**config.mk**
```make
export PLATFORM = sky130hd
export DESIGN_NAME = serial_mmio
export DESIGN_NICKNAME = d
export VERILOG_FILES = /design/src/rtl/serial_mmio_pkg.sv /design/src/rtl/serial_tx_pacer.sv /design/src/rtl/serial_mmio.sv
export SDC_FILE = /design/constraint.sdc
export NUM_CORES = 1
export LEC_CHECK = 0
export CORE_MARGIN = 4
export CORE_UTILIZATION = 45
export DETAILED_ROUTE_END_ITERATION = 7
export MAX_ROUTING_LAYER = met4
export PLACE_DENSITY = 0.84
export SYNTH_ARGS = -nofsm -noshare
export SYNTH_HDL_FRONTEND = slang
export SYNTH_SLANG_ARGS = --single-unit
```
**constraint.sdc**
```tcl
create_clock -name CLK -period 3.8 [get_ports CLK]
set_input_delay 0.57 -clock CLK [delete_from_list [all_inputs] [get_ports CLK]]
set_output_delay 0.57 -clock CLK [all_outputs]
set_load 0.01 [all_outputs]
```
**src/rtl/serial_mmio_pkg.sv**
```systemverilog
// Shared constants for the serial MMIO block: register addresses, default
// transmit gap (shared with the monitor's DUMPWAIT) and drain FSM encoding.
package serial_mmio_pkg;

   localparam int unsigned DATA_ADDR_DEF   = 256;
   localparam int unsigned STAT_ADDR_DEF   = 257;
   localparam int unsigned TXSTAT_ADDR_DEF = 258;

   localparam int unsigned DUMPWAIT = 4095;

   localparam logic [1:0] DRAIN_IDLE  = 2'd0;
   localparam logic [1:0] DRAIN_LOAD  = 2'd1;
   localparam logic [1:0] DRAIN_GAP   = 2'd2;
   localparam logic [1:0] DRAIN_WAITU = 2'd3;

endpackage

```
**src/rtl/serial_tx_pacer.sv**
```systemverilog
// Drains the transmit FIFO into the UART, one byte per GAP_CYCLES+2 cycles.
// GAP_CYCLES must be at least 2.
module serial_tx_pacer
   import serial_mmio_pkg::*;
#(
   parameter int unsigned GAP_CYCLES = DUMPWAIT
) (
   input  logic       CLK,
   input  logic       reset,
   input  logic       enable,
   input  logic       tx_empty,
   input  logic [7:0] tx_dout,
   output logic       tx_read,
   input  logic       u_is_transmitting,
   output logic       u_transmit,
   output logic [7:0] u_tx_byte
);

   localparam int unsigned CW = $clog2(GAP_CYCLES + 1);
   // LOAD, WAITU and IDLE each cost one cycle, so the GAP phase is trimmed
   // to keep the start-to-start spacing at exactly GAP_CYCLES+2.
   localparam logic [CW-1:0] GAP_LOAD = CW'(GAP_CYCLES - 2);

   logic [1:0]    state;
   logic [CW-1:0] cnt;

   always_ff @(posedge CLK) begin
      if (!reset) begin
         state      <= DRAIN_IDLE;
         cnt        <= '0;
         tx_read    <= 1'b0;
         u_transmit <= 1'b0;
         u_tx_byte  <= '0;
      end else begin
         tx_read    <= 1'b0;
         u_transmit <= 1'b0;
         case (state)
            DRAIN_IDLE:
               if (enable && !tx_empty && !u_is_transmitting)
                  state <= DRAIN_LOAD;
            DRAIN_LOAD: begin
               u_tx_byte  <= tx_dout;
               tx_read    <= 1'b1;
               u_transmit <= 1'b1;
               cnt        <= GAP_LOAD;
               state      <= DRAIN_GAP;
            end
            DRAIN_GAP:
               if (cnt == '0)
                  state <= DRAIN_WAITU;
               else
                  cnt <= cnt - CW'(1);
            DRAIN_WAITU:
               if (!u_is_transmitting)
                  state <= DRAIN_IDLE;
            default:
               state <= DRAIN_IDLE;
         endcase
      end
   end

endmodule

```
**src/rtl/serial_mmio.sv**
```systemverilog
// Memory-mapped serial port: RX holding register, TX FIFO push, paced UART drain.
// Optional TX status register at STAT_ADDR+1 when SERIAL_MMIO_TXSTAT_EN is defined.
module serial_mmio
   import serial_mmio_pkg::*;
#(
   parameter int unsigned ADDR_WIDTH = 18,
   parameter int unsigned DATA_ADDR  = DATA_ADDR_DEF,
   parameter int unsigned STAT_ADDR  = STAT_ADDR_DEF,
   parameter int unsigned GAP_CYCLES = DUMPWAIT
) (
   input  logic                  CLK,
   input  logic                  reset,
   input  logic                  enable,
   input  logic [ADDR_WIDTH-1:0] cpu_raddr,
   input  logic [ADDR_WIDTH-1:0] cpu_waddr,
   input  logic                  cpu_write,
   input  logic [7:0]            cpu_wdata,
   output logic                  rd_override,
   output logic [7:0]            rd_data,
   input  logic                  rx_empty,
   input  logic [7:0]            rx_dout,
   output logic                  rx_read,
   input  logic                  tx_full,
   output logic                  tx_write,
   output logic [7:0]            tx_din,
   input  logic                  tx_empty,
   input  logic [7:0]            tx_dout,
   output logic                  tx_read,
   input  logic                  u_is_transmitting,
   output logic                  u_transmit,
   output logic [7:0]            u_tx_byte
);

   localparam logic [ADDR_WIDTH-1:0] A_DATA = ADDR_WIDTH'(DATA_ADDR);
   localparam logic [ADDR_WIDTH-1:0] A_STAT = ADDR_WIDTH'(STAT_ADDR);
`ifdef SERIAL_MMIO_TXSTAT_EN
   localparam logic [ADDR_WIDTH-1:0] A_TXST = ADDR_WIDTH'(STAT_ADDR + 1);
   logic overflow;
`endif

   logic [7:0] hold;
   logic       avail;
   logic       clr;
   logic       push_req;

   assign clr      = cpu_write && (cpu_waddr == A_STAT);
   assign push_req = cpu_write && (cpu_waddr == A_DATA) && enable;

   always_ff @(posedge CLK) begin
      if (!reset) begin
         hold        <= '0;
         avail       <= 1'b0;
         rx_read     <= 1'b0;
         tx_write    <= 1'b0;
         tx_din      <= '0;
         rd_override <= 1'b0;
         rd_data     <= '0;
`ifdef SERIAL_MMIO_TXSTAT_EN
         overflow    <= 1'b0;
`endif
      end else begin
         rx_read  <= 1'b0;
         tx_write <= 1'b0;

         // Clear beats fill; avail gates the pop so the FIFO's empty-flag lag
         // can never cause a second pop.
         if (!enable || clr)
            avail <= 1'b0;
         else if (!rx_empty && !avail) begin
            hold    <= rx_dout;
            rx_read <= 1'b1;
            avail   <= 1'b1;
         end

         if (push_req && !tx_full) begin
            tx_write <= 1'b1;
            tx_din   <= cpu_wdata;
         end
`ifdef SERIAL_MMIO_TXSTAT_EN
         if (push_req && tx_full)
            overflow <= 1'b1;
         else if (cpu_write && (cpu_waddr == A_TXST))
            overflow <= 1'b0;
`endif

         if (cpu_raddr == A_DATA) begin
            rd_override <= 1'b1;
            rd_data     <= hold;
         end else if (cpu_raddr == A_STAT) begin
            rd_override <= 1'b1;
            rd_data     <= {7'b0, avail};
`ifdef SERIAL_MMIO_TXSTAT_EN
         end else if (cpu_raddr == A_TXST) begin
            rd_override <= 1'b1;
            rd_data     <= {5'b0, overflow, tx_full, tx_empty};
`endif
         end else begin
            rd_override <= 1'b0;
            rd_data     <= '0;
         end
      end
   end

   serial_tx_pacer #(
      .GAP_CYCLES(GAP_CYCLES)
   ) u_pacer (
      .CLK              (CLK),
      .reset            (reset),
      .enable           (enable),
      .tx_empty         (tx_empty),
      .tx_dout          (tx_dout),
      .tx_read          (tx_read),
      .u_is_transmitting(u_is_transmitting),
      .u_transmit       (u_transmit),
      .u_tx_byte        (u_tx_byte)
   );

endmodule

```
## Word-level counts from Yosys, hierarchy flattened

Cells that the tools add are included.

- Flip-flop bits (word level): 51
- Bits in latches: 0
- Memory bits (writable): 0
- Bits in read-only memories: 0
- Input port bits: 68
- Output and inout bits: 29
- Logic and storage cells: 59
- Memories kept: 0

- Add/sub/neg operators: 1
- $mul: 0
- Div/mod/pow operators: 0
- $lt $le $gt $ge: 0
- Equality and inequality tests: 11
- Shift-type cells: 0
- Muxes and demuxes: 13
- Bitwise gates (word level): 2
- Reduce and logical (&&, ||, !) cells: 21

Operators by type and width:

| kind | number |
|---|---|
| $eq 18x9->1 const B | 4 |
| $pmux 12 s2 | 1 |
| $logic_not 12->1 | 1 |
| $mux 12 | 1 |
| $sub 12x1->12 const B | 1 |
| $mux 8 | 1 |
| $pmux 2 s4 | 1 |
| $logic_and 1x1->1 | 7 |
| $logic_not 1->1 | 6 |
| $mux 1 | 6 |
| $mux 2 | 3 |
| $eq 2x2->1 const B | 2 |
| $ne 2x1->1 const B | 2 |
| $ne 2x2->1 const B | 2 |
| $reduce_and 2->1 | 2 |
| $reduce_and 3->1 | 1 |
| $eq 2x1->1 const B | 1 |
| $logic_not 2->1 | 1 |
| $not 1->1 | 2 |
| $reduce_bool 2->1 | 1 |
| $reduce_or 2->1 | 1 |
| $logic_or 1x1->1 | 1 |

## Logic depth before layout (Yosys ltp)

Gate-level depths: netlist of run 1.

- Depth in word-level cells: 5
- Depth in mapped cells: 7
- Depth with buffers taken out: 6

## Cells and area by module

A second synthesis of run 1 with hierarchy kept.

- Cell total of the unflattened synthesis: 247
- Area, all modules: 2368.5 µm²

Modules (own cells, without submodules):

| module | times used | cells an instance | area an instance (µm²) | seq. area each (µm²) |
|---|---|---|---|---|
| serial_tx_pacer | 1 | 128 | 1229.9 | 460.4 |
| serial_mmio | 1 | 119 | 1138.6 | 560.5 |

## Least setup slack after synthesis of run 1

OpenSTA, ideal clock, no wires.

- Path kind: input port to flip-flop
- Start point: in cpu_waddr[1]
- End point: reg tx_din[0]
- Library setup time: 0.072 ns
- Arrival time: 1.806 ns
- Data required time: 3.728 ns
- Slack: 1.923 ns
- Cell stages on the path: 4
- Path buffers: 0
- Cells stage by stage: nor4_1 -> nand4b_1 -> nor3_2 -> mux2i_1

- Word-level cells in the longest chain between the ends: 4

RTL lines:

| what | RTL line | text |
|---|---|---|
| from (decl) | serial_mmio.sv:15 | `input logic [ADDR_WIDTH-1:0] cpu_waddr,` |
| $eq 18x9->1 | serial_mmio.sv:47 | `assign push_req = cpu_write && (cpu_waddr == A_DATA) && enable;` |
| $logic_and 1x1->1 (2 in series) | serial_mmio.sv:47 |  |
| $logic_and 1x1->1 | serial_mmio.sv:75 | `if (push_req && !tx_full) begin` |
| to (signal assigned) | serial_mmio.sv:77 | `tx_din <= cpu_wdata;` |
| to (decl) | serial_mmio.sv:25 | `output logic [7:0] tx_din,` |

No other way between the ends.
A chain may end at the register's enable or synchronous reset.

## Worst setup path after layout of run 1

- Start point: in cpu_waddr[6]
- End point: reg tx_din[1]

The elaborated chain is that of the path after synthesis.

==> flow_summary.ini, run 1 <==
[synth]
synth_most_common_cell = dfxtp_1
seq_area_frac_synth_pct = 45.16
syn_nets = 316
syn_avg_cell_area_um2 = 9.381
synth_area_um2 = 2261
postSynthCellCount = 241
yosys_most_used_dff = dfxtp_1
synth_top_area_share_pct = 45.16
synth_seq_cells = 51
synth_common_cells = dfxtp_1 (51), nand2_1 (39), mux2i_1 (26)
synth_edf_count = 0
synth.distinct_cells = 42
ys.warnings.count = 0
ys_top_cells_by_area = dfxtp_1 (45%), mux2i_1 (12%), nand2_1 (6.5%)
synth_largest_area_cell = dfxtp_1
async_flop_share_pct = 0

[clock_tree]
ctsResizeCount = 0
clockBufferDepth = 2
cts_hold_buffers = 0
cts_max_level = 2
clock_latency_ns = 0.30
clkTransAtPathRegs_ns = 0.08
cts.sinks = 51
cts_tree = built
clock-root-buffer = clkbuf_8
cts_buffers = 5
cts_setup_buffers = 0

[setup_path]
critPathKind = in2reg
crit_path_start_kind = input port
crit_chain = clkdlybuf4s50_1, nor4_1, nand4b_1, nor3_2, mux2i_1
worstPathRequired_ns = 4.03
endpoint_kind = flop
slowest_stage = nor3_2
cp_top_family = simple AND/OR/NAND/NOR gates
crit_fanout = 8
reg2reg_slack_ns = 1.69
worstReg2RegEnd = u_pacer.cnt[7]
r2r_cells = 6
r2r_start = u_pacer.state[1]
crit_arrival_ns = 2.46
critPathBufInv = 1
cpPeakStageDelay_ns = 0.73

[floorplanning]
boundaryPins = 97
start_util_pct = 47.24
fp.dieH_um = 78.88
fp-row-count = 25
dieArea_um2 = 6222
die_w_um = 78.88
core_um2 = 4786

[global_routing]
grt_util_all_layers_pct = 18.35
antenna_found_initial = 0
grt_max_degree = 40
globalRouteOverflowTotal = 0
grt_pass1_vias = 2003
grt_pass1_wl_um = 8914

[status]
outcome = complete, no violations

[timing]
min_period_over_period_pct = 58.78
maxSlewHeadroom_pct = 44.81
setup_tns_ns = 0
tightestPinTransition_ns = 0.8233
finalHoldViolations = 0
whs_ns = 0.4561
fin_skew_ns = 0.004302
maxSlewViolCount = 0
fmax_ghz = 0.4477
period_needed_ns = 2.234
setup_viol = 0
grt_setup_unrepaired = no

[hold_path]
hold_end = hold[1]
hold_start = hold[1]
hp-class = reg2reg
min_path_cells = 2

[place]
io_buffers = 96
placed_area_um2 = 3239
finalWeightedCongestion = 0.8163
hpwlAfterDp_um = 4172

[power_and_ir_drop]
static-leakage-power_nw = 1.204
ir_drop_mv = 0.3702
cellPowerDensity_nw_per_um2 = 530.2

[layout]
nNetsFinal = 408
drive_gt1_share_pct = 4.505
diodes = 0
syn_to_final_growth_pct = 47.81
postLayoutCellArea_um2 = 3342

[detailed_routing]
wl_um = 5554
via_per_inst = 5.148
first_pass_iters = 4
vias = 2059
drcViolationCount = 0
wire_per_inst_um = 13.89
ant_nets = 0
drtIter0Drc = 120

[flow_run]
maxCapViolations = 0
per-layer routing:
metal | wire, um | GRT usage, %
met4 | 102 | 6.014
met2 | 2643 | 30.48
met1 | 2439 | 21.68
met5 | 0 | -
met3 | 369 | 4.989
where the power goes:
group          total [mW]  switching, mW  internal, mW
registers           0.714         0.0851         0.629
clock network       0.364          0.171         0.193
logic               0.694          0.362         0.331
logic make-up (layout without fill, tap and decap cells):
logic type | Yosys count | after routing | share of synthesized area [%]
AOI/OAI and AO/OA | 30 | 30 | 10.13
muxes | 26 | 26 | 11.51
DFF | 51 | 51 | 45.16
buffers and inverters | 19 | 111 | 4.427
adders and majority gates | 7 | 7 | 3.874
and+or+nand+nor | 108 | 108 | 24.90
sequential cells by signal (all words and copies together) (netlist names):
register	cells
avail	1
hold	8
u_pacer.state	2
rd_data	8
tx_din	8
u_pacer.tx_read	1
tx_write	1
u_pacer.u_tx_byte	8
rx_read	1
u_pacer.cnt	12
rd_override	1
worst register-to-register path: cells and delay by family, from the launching register on:
kind | cells | cell delay [ns]
flops | 1 | 0.35
compound gates | 2 | 0.27
buf+inv | 1 | 0.12
simple gates | 2 | 0.67
fa+ha+maj | 1 | 0.57
layout by cell type (no fill, tap or decap), types with 2 or more instances in the layout:
master / instances
a211oi_1: 2
o31ai_1: 2
nor2_1: 19
nor3_1: 7
inv_1: 7
or4_1: 4
a31oi_1: 6
nand2b_1: 2
dfxtp_1: 51
o21ai_0: 4
clkbuf_8: 5
ha_1: 7
nor4b_1: 3
and4_1: 2
or3_1: 4
o311a_1: 2
nor4_1: 8
nand2_1: 39
nor3_2: 2
and2_1: 8
mux2i_1: 26
nand3_1: 2
clkdlybuf4s50_1: 96
a21oi_1: 6
worst max-delay path by stage:
stage                       startpoint         to  cells after the start
after floorplan           cpu_waddr[1]  tx_din[0]                      4
after global placement    cpu_waddr[1]  tx_din[0]                      5
after detailed placement  cpu_waddr[6]  tx_din[5]                      5
after CTS                 cpu_waddr[6]  tx_din[1]                      5
after global routing      cpu_waddr[4]  tx_din[2]                      5
final                     cpu_waddr[6]  tx_din[1]                      5
cell type report:
cell class              instances  area [um^2]
fillers                       371         1444
well taps                      67        83.83
clock inverters                 1        30.03
multi-input cells             171         1140
flip-flops and latches         51         1021
clock buffers                   6        72.57
inverters                       7        26.28
repair buffers                 97        968.4
metrics by stage:
stage	cells	util [%]	power, mW	setup WS [ns]
CTS	400	69.83	1.772	1.520
floorplan	241	-	1.202	1.923
finish	400	69.83	1.772	1.566
global placement	393	67.69	1.379	1.266
detailed placement	393	67.69	1.405	1.184
global route	400	69.83	1.879	1.334
No activity file was read; power rests on OpenSTA's default activity.
==> run 2, diff against run 1 <==
Settings changed: CORE_UTILIZATION 45 to 38, PLACE_DENSITY 0.84 to 0.76.
Clock period 3.8 ns to 1.8 ns, I/O delays scaled along.
==> flow_summary.ini, run 2 (synthesis gave the netlist of run 1 again) <==
[timing]
maxSlewViolCount = 0
fin_skew_ns = 0.004431
maxSlewHeadroom_pct = 67.62
min_period_over_period_pct = 102.3
period_needed_ns = 1.842
setup_ws_ns = -0.04229
whs_ns = 0.4570
grt_setup_unrepaired = yes
finalHoldViolations = 0
tightestPinTransition_ns = 0.4857
fmax_ghz = 0.5428
setup_viol = 3

[power_and_ir_drop]
report.power.total_mw = 4.299
clock_power_share_pct = 19.2
p_seq_share_pct = 34.6
static-leakage-power_nw = 1.346
ir_drop_mv = 0.9057
internal_power_mw = 2.833
p_sw_mw = 1.466
p_comb_share_pct = 46.2
cellPowerDensity_nw_per_um2 = 1182
swShare_pct = 34.10

[place]
hpwlAfterDp_um = 4555
io_buffers = 96
finalWeightedCongestion = 0.8342
place_inst = 421

[status]
outcome = finished, violations left
violations = negative setup slack

[setup_path]
endpoint_kind = flop
r2r_start = u_pacer.cnt[0]
worstPathRequired_ns = 2.04
crit_fanout = 3
crit_path_start_kind = flop
worstReg2RegEnd = u_pacer.cnt[6]
crit_arrival_ns = 2.08
r2r_cells = 6
reg2reg_slack_ns = -0.04
critPathKind = reg2reg

[layout]
fin_cells = 431
drive_gt1_share_pct = 15.60
fillerInstances = 469
diodes = 0
largest_reg_flops = 12
top_register = u_pacer.cnt
mostFrequentLayoutCells = clkdlybuf4s50_1 (96), dfxtp_1 (49), nand2_1 (39)
layout_commonest_cell = clkdlybuf4s50_1
nNetsFinal = 433
syn_to_final_growth_pct = 60.82

[global_routing]
grt_max_degree = 40
antenna_found_initial = 0
met2_usage_pct = 28.39
grt_pass1_wl_um = 9853
globalRouteOverflowTotal = 0
top_usage_layer = met2
grt_use_met3_pct = 4.466
use_met1_pct = 20.95
grt_util_all_layers_pct = 17.24
grt_pass1_vias = 2150

[clock_tree]
clock-root-buffer = clkbuf_8
cts_max_level = 2
cts.sinks = 51
clkTransAtPathRegs_ns = 0.09
cts_hold_buffers = 0
clock_latency_ns = 0.30
clockBufferDepth = 2
cts_buffers = 5
cts_tree = built

[floorplanning]
die_w_um = 85.14
dieArea_um2 = 7248
fp.dieH_um = 85.14
core_um2 = 5642
boundaryPins = 97
start_util_pct = 40.08
fp-row-count = 27

[detailed_routing]
via_per_inst = 5.002
first_pass_iters = 4
ant_nets = 0
wl_um = 6045
vias = 2156
wire_per_inst_um = 14.03
drcViolationCount = 0
drtIter0Drc = 53

[hold_path]
min_path_cells = 2
hold_start = hold[1]
hold_end = hold[1]
hp-class = reg2reg

[flow_run]
maxCapViolations = 0
[run 2: cell count changes in the layout (fill, tap and decap cells not counted), sizes merged]
cell | before | now
buf | 1 | 26
clkinv | 0 | 1
[run 2: metrics by stage]
step	worst slack, ns	cell area, um^2	util, %	TNS (ns)
3_3_place_gp	-0.1508	3422	60.66	-2.423
2_1_floorplan	0.02852	2265	-	0
6_report	-0.04229	3636	64.45	-0.08244
5_1_grt	-0.09801	3636	64.45	-0.3974
4_1_cts	-0.07013	3571	63.30	-0.1855
3_5_place_dp	-0.2010	3422	60.66	-3.083
[run 2: critical path, cell delays in order, from the launching register on]
cell and delay (ns):
dfxtp_2 0.35, inv_4 0.07, ha_4 0.13, or3b_4 0.38, or3_4 0.35, or3_4 0.35
a31oi_4 0.15
[run 2: what timing repair did]
action / in CTS / in global routing
gates resized for setup: 11 / 9
setup buffers: 0 / 2
setup endpoints to repair: 2 / 10
pin swaps: 5 / 4
[run 2: how the worst max path moves through the flow]
| stage | endpoint | startpoint |
|---|---|---|
| 2_1_floorplan | u_pacer.cnt[6] | u_pacer.cnt[1] |
| 3_3_place_gp | hold[3] | cpu_waddr[1] |
| 3_5_place_dp | hold[4] | cpu_waddr[7] |
| 4_1_cts | u_pacer.cnt[6] | u_pacer.cnt[1] |
| 5_1_grt | u_pacer.cnt[6] | u_pacer.cnt[1] |
| 6_report | u_pacer.cnt[6] | u_pacer.cnt[0] |
[run 2: final cells by class]
type | instances | area [um^2] | share of cell area (%)
sequential | 51 | 1023 | 28.15
inverter | 7 | 31.28 | 0.8603
clock inverter | 2 | 35.03 | 0.9635
clock buffer | 6 | 82.58 | 2.271
multi-input combinational | 171 | 1214 | 33.38
timing repair buffer | 122 | 1160 | 31.90
tap | 72 | 90.09 | 2.478
[run 2: metal layers]
metal  up-vias  wire length (um)
li1       1085                 -
met4         0                63
met2        64              2983
met3         4               368
met1      1003              2630
met5         -                 0
[run 2: power groups by stage]
stage | clock network (mW) | registers (mW) | logic, mW
after floorplan | 0 | 1.51 | 1.05
after global placement | 0 | 1.48 | 1.73
after detailed placement | 0 | 1.48 | 1.77
after CTS | 0.846 | 1.47 | 1.88
after global routing | 0.894 | 1.51 | 2.18
final | 0.826 | 1.49 | 1.99
